$ cat src/rtl/ov7670_sccb_ctrl_pkg.sv
// Shared constants and types for the OV7670 SCCB configuration controller:
// SCCB write ID, table markers, OV7670 register addresses, FSM state and
// the 16-bit table entry layout.
package ov7670_sccb_ctrl_pkg;

  localparam int unsigned c_rom_addr_w_def = 6;
  localparam int unsigned c_frame_w        = 27;  // 3 phases x (8 data + 1 X)
  localparam int unsigned c_bit_w          = 5;

  localparam logic [7:0]  c_sccb_id    = 8'h42;
  localparam logic [15:0] c_end_marker = 16'hFFFF;
  localparam logic [7:0]  c_delay_addr = 8'hFF;

  localparam logic [7:0] c_reg_clkrc  = 8'h11;
  localparam logic [7:0] c_reg_com7   = 8'h12;
  localparam logic [7:0] c_reg_tslb   = 8'h3A;
  localparam logic [7:0] c_reg_com15  = 8'h40;
  localparam logic [7:0] c_reg_rgb444 = 8'h8C;

  typedef enum logic [2:0] {
    ST_IDLE,
    ST_FETCH,
    ST_START,
    ST_BITS,
    ST_STOP,
    ST_GAP,
    ST_DELAY,
    ST_DONE
  } state_t;

  typedef struct packed {
    logic [7:0] reg_addr;
    logic [7:0] reg_data;
  } cfg_entry_t;

  // The ninth bit of each phase is the don't-care/ACK slot: SIOD released.
  function automatic logic is_ack_bit(input logic [c_bit_w-1:0] bit_idx);
    return (bit_idx == c_bit_w'(8)) || (bit_idx == c_bit_w'(17)) ||
           (bit_idx == c_bit_w'(26));
  endfunction

endpackage

$ cat src/rtl/ov7670_sccb_ctrl_if.sv
// Control handshake and SCCB bus signals of the configuration controller.
// master: requester side (drives start/rgbmode, observes status and bus)
// slave : controller side
interface ov7670_sccb_ctrl_if #(
  parameter int unsigned c_nb_rom_addr = ov7670_sccb_ctrl_pkg::c_rom_addr_w_def
) ();

  logic                     start;
  logic                     rgbmode;
  logic                     busy;
  logic                     done;
  logic                     sioc;
  logic                     siod_out;
  logic                     siod_oe;
  logic [c_nb_rom_addr-1:0] cfg_idx;

  modport master (
    output start, rgbmode,
    input  busy, done, sioc, siod_out, siod_oe, cfg_idx
  );

  modport slave (
    input  start, rgbmode,
    output busy, done, sioc, siod_out, siod_oe, cfg_idx
  );

endinterface

$ cat src/rtl/ov7670_reg_rom.sv
// OV7670 register table, combinational lookup of {rgbmode, idx}.
// Ports: rgbmode (mode select), idx (entry index), entry_c ({reg_addr, reg_data}).
module ov7670_reg_rom
  import ov7670_sccb_ctrl_pkg::*;
#(
  parameter int unsigned c_nb_rom_addr = 6
) (
  input  logic                     rgbmode,
  input  logic [c_nb_rom_addr-1:0] idx,
  output cfg_entry_t               entry_c
);

  always_comb begin
    entry_c = cfg_entry_t'(c_end_marker);
    case (32'(idx))
      32'd0: entry_c = '{reg_addr: c_reg_com7,   reg_data: 8'h80};  // soft reset
      32'd1: entry_c = '{reg_addr: c_delay_addr, reg_data: 8'hF0};  // settle after reset
      32'd2: entry_c = '{reg_addr: c_reg_com7,   reg_data: rgbmode ? 8'h04 : 8'h00};
      32'd3: entry_c = '{reg_addr: c_reg_com15,  reg_data: rgbmode ? 8'hD0 : 8'hC0};
      32'd4: entry_c = '{reg_addr: c_reg_rgb444, reg_data: rgbmode ? 8'h02 : 8'h00};
      32'd5: entry_c = '{reg_addr: c_reg_clkrc,  reg_data: 8'h01};
      32'd6: entry_c = '{reg_addr: c_reg_tslb,   reg_data: 8'h04};
      default: entry_c = cfg_entry_t'(c_end_marker);
    endcase
  end

endmodule

$ cat src/rtl/ov7670_sccb_ctrl.sv
// OV7670 SCCB configuration controller: on start, walks the register table
// and issues 3-phase SCCB writes (ID 0x42, reg_addr, reg_data), honouring
// delay entries, until the end marker.
// Ports: clk, rst (async active-low), bus (slave modport: start, rgbmode,
// busy, done, sioc, siod_out, siod_oe, cfg_idx).
module ov7670_sccb_ctrl
  import ov7670_sccb_ctrl_pkg::*;
#(
  parameter int unsigned c_clk_freq     = 50_000_000,
  parameter int unsigned c_sccb_freq    = 100_000,
  parameter int unsigned c_delay_cycles = 50_000_000,
  parameter int unsigned c_nb_rom_addr  = 6
) (
  input  logic              clk,
  input  logic              rst,
  ov7670_sccb_ctrl_if.slave bus
);

  localparam int unsigned c_cnt_quarter = c_clk_freq / (4 * c_sccb_freq);
  localparam int unsigned c_qcnt_w = (c_cnt_quarter > 1) ? $clog2(c_cnt_quarter) : 1;
  localparam int unsigned c_dly_w  = (c_delay_cycles > 1) ? $clog2(c_delay_cycles) : 1;
  localparam logic [c_nb_rom_addr-1:0] c_idx_max = '1;

  state_t                   state_q, state_d;
  logic [1:0]               qph_q, qph_d;
  logic [c_bit_w-1:0]       bit_q, bit_d;
  logic [c_frame_w-1:0]     shift_q, shift_d;
  logic [c_qcnt_w-1:0]      qcnt_q, qcnt_d;
  logic [c_dly_w-1:0]       dly_q, dly_d;
  logic [c_nb_rom_addr-1:0] idx_q, idx_d;
  logic                     rgb_q, rgb_d;
  logic                     sioc_q, sioc_d, siod_q, siod_d, oe_q, oe_d;
  logic                     busy_q, busy_d, done_q, done_d;
  logic                     tick_c, accept_c;
  cfg_entry_t               entry_c;

  ov7670_reg_rom #(.c_nb_rom_addr(c_nb_rom_addr)) u_rom (
    .rgbmode (rgb_q),
    .idx     (idx_q),
    .entry_c (entry_c)
  );

  assign tick_c   = busy_q && (qcnt_q == c_qcnt_w'(c_cnt_quarter - 1));
  assign accept_c = bus.start && (state_q == ST_IDLE || state_q == ST_DONE);

  // State and output registers.
  always_ff @(posedge clk or negedge rst) begin
    if (!rst) begin
      state_q <= ST_IDLE;
      qph_q   <= '0;
      bit_q   <= '0;
      shift_q <= '0;
      qcnt_q  <= '0;
      dly_q   <= '0;
      idx_q   <= '0;
      rgb_q   <= 1'b0;
      sioc_q  <= 1'b1;
      siod_q  <= 1'b1;
      oe_q    <= 1'b0;
      busy_q  <= 1'b0;
      done_q  <= 1'b0;
    end else begin
      state_q <= state_d;
      qph_q   <= qph_d;
      bit_q   <= bit_d;
      shift_q <= shift_d;
      qcnt_q  <= qcnt_d;
      dly_q   <= dly_d;
      idx_q   <= idx_d;
      rgb_q   <= rgb_d;
      sioc_q  <= sioc_d;
      siod_q  <= siod_d;
      oe_q    <= oe_d;
      busy_q  <= busy_d;
      done_q  <= done_d;
    end
  end

  // Next state; everything except start acceptance and DELAY advances on ticks.
  always_comb begin
    state_d = state_q;
    qph_d   = qph_q;
    bit_d   = bit_q;
    shift_d = shift_q;
    dly_d   = dly_q;
    idx_d   = idx_q;
    rgb_d   = rgb_q;
    qcnt_d  = '0;
    if (!accept_c && busy_q && !tick_c) qcnt_d = qcnt_q + c_qcnt_w'(1);

    case (state_q)
      ST_IDLE, ST_DONE: begin
        if (accept_c) begin
          state_d = ST_FETCH;
          idx_d   = '0;
          rgb_d   = bus.rgbmode;
          qph_d   = '0;
          bit_d   = '0;
        end
      end
      ST_FETCH: begin
        if (tick_c) begin
          if (entry_c == c_end_marker || idx_q == c_idx_max) begin
            state_d = ST_DONE;
          end else if (entry_c.reg_addr == c_delay_addr) begin
            state_d = ST_DELAY;
            dly_d   = '0;
          end else begin
            state_d = ST_START;
            qph_d   = '0;
            bit_d   = '0;
            shift_d = {c_sccb_id, 1'b1, entry_c.reg_addr, 1'b1, entry_c.reg_data, 1'b1};
          end
        end
      end
      ST_START: begin
        if (tick_c) begin
          if (qph_q == 2'd1) begin
            state_d = ST_BITS;
            qph_d   = '0;
          end else begin
            qph_d = qph_q + 2'd1;
          end
        end
      end
      ST_BITS: begin
        if (tick_c) begin
          qph_d = qph_q + 2'd1;
          if (qph_q == 2'd3) begin
            shift_d = {shift_q[c_frame_w-2:0], 1'b0};
            if (bit_q == c_bit_w'(c_frame_w - 1)) begin
              state_d = ST_STOP;
              bit_d   = '0;
            end else begin
              bit_d = bit_q + c_bit_w'(1);
            end
          end
        end
      end
      ST_STOP: begin
        if (tick_c) begin
          if (qph_q == 2'd2) begin
            state_d = ST_GAP;
            qph_d   = '0;
          end else begin
            qph_d = qph_q + 2'd1;
          end
        end
      end
      ST_GAP: begin
        if (tick_c) begin
          qph_d = qph_q + 2'd1;
          if (qph_q == 2'd3) begin
            state_d = ST_FETCH;
            idx_d   = idx_q + c_nb_rom_addr'(1);
          end
        end
      end
      ST_DELAY: begin
        if (dly_q == c_dly_w'(c_delay_cycles - 1)) begin
          state_d = ST_FETCH;
          idx_d   = idx_q + c_nb_rom_addr'(1);
        end else begin
          dly_d = dly_q + c_dly_w'(1);
        end
      end
      default: state_d = ST_IDLE;
    endcase
  end

  // Output values for the upcoming state, registered alongside it.
  always_comb begin
    sioc_d = 1'b1;
    siod_d = 1'b1;
    oe_d   = 1'b0;
    busy_d = !(state_d == ST_IDLE || state_d == ST_DONE);
    done_d = (state_d == ST_DONE);
    case (state_d)
      ST_START: begin
        oe_d   = 1'b1;
        siod_d = (qph_d == 2'd0);
      end
      ST_BITS: begin
        sioc_d = qph_d[1];
        siod_d = shift_d[c_frame_w-1];
        oe_d   = !is_ack_bit(bit_d);
      end
      ST_STOP: begin
        oe_d   = 1'b1;
        sioc_d = (qph_d != 2'd0);
        siod_d = (qph_d == 2'd2);
      end
      default: ;
    endcase
  end

  assign bus.sioc     = sioc_q;
  assign bus.siod_out = siod_q;
  assign bus.siod_oe  = oe_q;
  assign bus.busy     = busy_q;
  assign bus.done     = done_q;
  assign bus.cfg_idx  = idx_q;

endmodule
$ cat src/flat_wrapper.sv
// flat-port wrapper written by rule: the top's interface ports become plain ports
module ov7670_sccb_ctrl_flat import ov7670_sccb_ctrl_pkg::*;
#(
  parameter int unsigned c_clk_freq     = 50_000_000,
  parameter int unsigned c_sccb_freq    = 100_000,
  parameter int unsigned c_delay_cycles = 50_000_000,
  parameter int unsigned c_nb_rom_addr  = 6
)
  (clk, rst, bus_start, bus_rgbmode, bus_busy, bus_done, bus_sioc, bus_siod_out, bus_siod_oe, bus_cfg_idx);
  ov7670_sccb_ctrl_if #(.c_nb_rom_addr(c_nb_rom_addr)) bus_i ();
  input  logic clk;
  input  logic rst;
  input wire logic [$bits(bus_i.start)-1:0] bus_start;
  input wire logic [$bits(bus_i.rgbmode)-1:0] bus_rgbmode;
  output wire logic [$bits(bus_i.busy)-1:0] bus_busy;
  output wire logic [$bits(bus_i.done)-1:0] bus_done;
  output wire logic [$bits(bus_i.sioc)-1:0] bus_sioc;
  output wire logic [$bits(bus_i.siod_out)-1:0] bus_siod_out;
  output wire logic [$bits(bus_i.siod_oe)-1:0] bus_siod_oe;
  output wire logic [$bits(bus_i.cfg_idx)-1:0] bus_cfg_idx;
  assign bus_i.start = bus_start;
  assign bus_i.rgbmode = bus_rgbmode;
  assign bus_busy = bus_i.busy;
  assign bus_done = bus_i.done;
  assign bus_sioc = bus_i.sioc;
  assign bus_siod_out = bus_i.siod_out;
  assign bus_siod_oe = bus_i.siod_oe;
  assign bus_cfg_idx = bus_i.cfg_idx;
  ov7670_sccb_ctrl #(.c_clk_freq(c_clk_freq), .c_sccb_freq(c_sccb_freq), .c_delay_cycles(c_delay_cycles), .c_nb_rom_addr(c_nb_rom_addr)) u_core (.clk(clk), .rst(rst), .bus(bus_i));
endmodule
$ cat config.mk
export PLATFORM = sky130hd
export DESIGN_NAME = ov7670_sccb_ctrl_flat
export DESIGN_NICKNAME = d
export VERILOG_FILES = /design/src/rtl/ov7670_sccb_ctrl_pkg.sv /design/src/rtl/ov7670_sccb_ctrl_if.sv /design/src/rtl/ov7670_reg_rom.sv /design/src/rtl/ov7670_sccb_ctrl.sv /design/src/flat_wrapper.sv
export SDC_FILE = /design/constraint.sdc
export NUM_CORES = 1
export LEC_CHECK = 0
export ABC_AREA = 1
export ABC_CLOCK_PERIOD_IN_PS = 4000
export BUFFER_PORTS_ARGS = -buffer_cell sky130_fd_sc_hd__clkbuf_2
export CAP_MARGIN = 20
export CORE_MARGIN = 5
export CORE_UTILIZATION = 65
export CTS_CLUSTER_SIZE = 28
export DETAILED_ROUTE_END_ITERATION = 16
export HOLD_SLACK_MARGIN = 0.1
export PLACE_DENSITY = 0.83
export SLEW_MARGIN = 15
export SYNTH_ARGS = -nofsm -noshare
export SYNTH_HDL_FRONTEND = slang
export SYNTH_SLANG_ARGS = --single-unit
$ cat constraint.sdc
create_clock -name clk -period 4 [get_ports clk]
set_input_delay 0.6 -clock clk [delete_from_list [all_inputs] [get_ports clk]]
set_output_delay 0.6 -clock clk [all_outputs]
set_load 0.05 [all_outputs]
==> impl_results.md <==
- Resize count post-CTS: 0
- Row cnt: 31
- Initial DRC Count: 336
- Kind of critical path: reg -> reg
- Die width: 96.98 µm
- FF+latch count, synth: 82
- Hold WS: 0.1055 ns
- Post-route DRC: 0
- Total Power: 1.532 mW
- # clock sinks: 82
- Clk_lat worst skew: 0.35 ns
- Vias in the first global route: 4256
- Ports: 15
- Clock skew: 0.009859 ns
- P_leak: 2.381 nW
- Core ar.: 7292 µm²
- Met2 routed WL: 5237 µm
- Class of the tightest hold or removal check: in -> async
- Measured slew at the worst slew-check pin: 0.6744 ns
- Period utilization: 70.87%
- Total grt overflow: 0
- Final Critical Period: 2.835 ns
- Via count: 4412
- Max Used Layer: met4
- Clk buf depth: 2
- Initial Utilization: 67.43%
- Achievable Freq: 352.8 MHz
- Worst r2r src: u_core.qcnt_q[0]
- Syn Std Cell Area: 4917 µm²
- Synthesized instance count: 636
- Final net count: 669
- First-pass GRT wire length: 19240 µm
- First-pass DRT Iterations: 5
- Vert. Die Dim: 96.98 µm
- Nature of the critical path startpoint: flip-flop
- PortBufs: 14
- Critical path arrival: 3.03 ns
- Area of the die: 9404 µm²
- Setup bufs post-CTS: 0
- TritonCTS Buffers: 9
- Area delta synth->final: 7.608%
- YS warnings: 0
- R2R depth: 11
- Clock transition at path regs: 0.09 ns
- Core Util, Final: 72.56%
- Worst VDD drop: 167.5 µV
- Top_reg_cell synth: dfrtp_1
- Total Routed Length: 11200 µm
- CTS HTree Levels: 3
- Netlist cell types: 42
- Layout cells sized above 1: 10.55%
- RSZ-0062 raised after global routing: no
- Data required time of the critical path: 4.20 ns
- Post-CTS Hold Fix Bufs: 0
- # diodes: 0
- Rel. slew slack: 54.70%
- CP Max Fanout: 16
- Met1 Wirelength: 5163 µm
- Post-synth EDFFs: 0
- Final Hold Vio Count: 0
- Reg-to-reg setup timing slack: 1.17 ns
- Max cap viols: 0
- Register area share after synthesis: 41.78%
- Tot GR Track Use: 24.33%
- Status: finished clean
- Dpl ws: 1.238 ns
- Clk Tree Root Cell: clkbuf_8
- Gpl congestion: 0.8926
- Worst Slack Setup Final: 1.165 ns
- Syn avg cell area: 7.731 µm²
- Largest net degree at the start of global routing: 83
- RR Endpoint: u_core.shift_q[13]
- Post-route ant nets: 0
- CTS tree: done
- Pwr dens: 289.6 nW/µm²
- Post-Syn Nets: 655
- FFs w/ async S/R, synth: 100.0%
- CP endpoint kind: flip-flop
- Post-DR wirelength/cell: 14.87 µm
- Max Slew Vio Count: 0
- Setup TNS: 0 ns
- WL met3: 630 µm
- Final setup fails: 0
- DPL Wire Length: 8133 µm
- Via density: 5.859
- Initial antenna violation count: 0
## sequential cells by signal, indices dropped and copies added (netlist names)
name / count
u_core.bit_q: 5
u_core.bus.busy: 1
u_core.bus.cfg_idx: 6
u_core.bus.done: 1
u_core.bus.sioc: 1
u_core.bus.siod_oe: 1
u_core.bus.siod_out: 1
u_core.dly_q: 26
u_core.qcnt_q: 7
u_core.qph_q: 2
u_core.rgb_q: 1
u_core.shift_q: 27
u_core.state_q: 3
## cells by family after synthesis
| logic type | synth area share (%) |
|---|---|
| AO/OA/AOI/OAI | 12.65 |
| adder cells (fa/ha/maj) | 3.817 |
| buffers and inverters | 8.651 |
| XOR/XNOR | 4.097 |
| flip-flops | 41.78 |
| AND/OR/NAND/NOR | 29.01 |
## worst max path at each step
stage / slack [ns] / end / startpoint
finish: 1.17 / u_core.shift_q[13] / u_core.qcnt_q[0]
global route: 0.93 / u_core.shift_q[13] / u_core.qcnt_q[0]
CTS: 1.21 / u_core.shift_q[13] / u_core.qcnt_q[0]
detailed placement: 1.24 / u_core.shift_q[13] / u_core.qcnt_q[0]
global placement: 1.37 / u_core.shift_q[13] / u_core.qcnt_q[0]
floorplan: 1.68 / u_core.dly_q[24] / u_core.bus.cfg_idx[0]
## metal layers
metal / vias up / global-route usage [%]
met1: 2097 / 33.94
met5: - / 0
met3: 18 / 3.885
met4: 0 / 8.963
li1: 2133 / -
met2: 164 / 38.32
## critical path, cell delays in order, from the launching register on
cell      delay, ns
dfrtp_1        0.42
inv_1          0.09
ha_1           0.15
and3_1         0.18
nand2_1        0.25
nor2_1         0.26
nand4_1        0.48
a21boi_2       0.29
buf_4          0.24
inv_2          0.14
nand2_1        0.09
o221ai_1       0.11
## synthesized netlist by cell type (2+ instances only)
library cell	n	area share (%)
ha_1	15	3.8
nor2_2	8	1.0
a31oi_1	3	0.38
nor4_1	4	0.51
o21ai_0	30	3.1
xor2_1	18	3.2
nor2_4	3	0.69
dfrtp_1	80	41
a21oi_1	17	1.7
o211ai_1	11	1.7
nand4_1	13	1.7
nor3_2	2	0.41
buf_2	4	0.41
nand2_2	2	0.25
xnor2_1	5	0.89
o221ai_1	5	0.89
nand3_1	56	5.7
nand3_2	4	0.81
nor3_1	22	2.2
inv_1	84	6.4
buf_4	3	0.46
o22ai_1	11	1.4
nand2_1	137	10
o31ai_1	11	1.7
dfstp_2	2	1.1
clkbuf_1	5	0.38
inv_2	10	0.76
a22oi_1	2	0.31
nor2_1	50	3.8
o21ai_1	7	0.71
## layout by cell type (no fill, tap or decap), types with 2 or more instances in the layout
cell type     n
nand3_1      56
nor3_2        2
a31oi_1       3
clkbuf_2     13
a22oi_1       2
o211ai_1     11
inv_2        10
dfrtp_1      80
nor2_4        3
ha_1         15
o21ai_1       7
o22ai_1      11
nor3_1       22
nor4_1        4
xor2_1       18
buf_4         2
dfstp_2       2
o221ai_1      5
nand2_2       2
o21ai_0      30
inv_1        84
nor2_1       50
clkinvlp_4    3
nor2_2        8
nand4_1      13
clkbuf_8      9
xnor2_1       5
nand2_1     137
nand3_2       4
a21oi_1      17
bufinv_16     2
o31ai_1      11
## metrics by stage
stage	area (µm²)	cells
6_report	5291	753
4_1_cts	5264	752
3_3_place_gp	5049	737
5_1_grt	5291	753
3_5_place_dp	5049	737
2_1_floorplan	4917	636
## where the power goes
group          switching [mW]  leakage [nW]  internal [mW]
logic                  0.0310          1.22        0.00873
clock network           0.308        0.0979          0.350
registers             0.00422          1.06          0.831
## final cells by class
cell class	count	area (µm²)
fillers	574	2001
repair buffers	16	107.6
well taps	99	123.9
clock inverters	6	91.34
multi-input cells	447	2437
flip-flops and latches	82	2054
inverters	94	352.8
clock buffers	9	123.9
No activity file was read; power rests on OpenSTA's default activity.
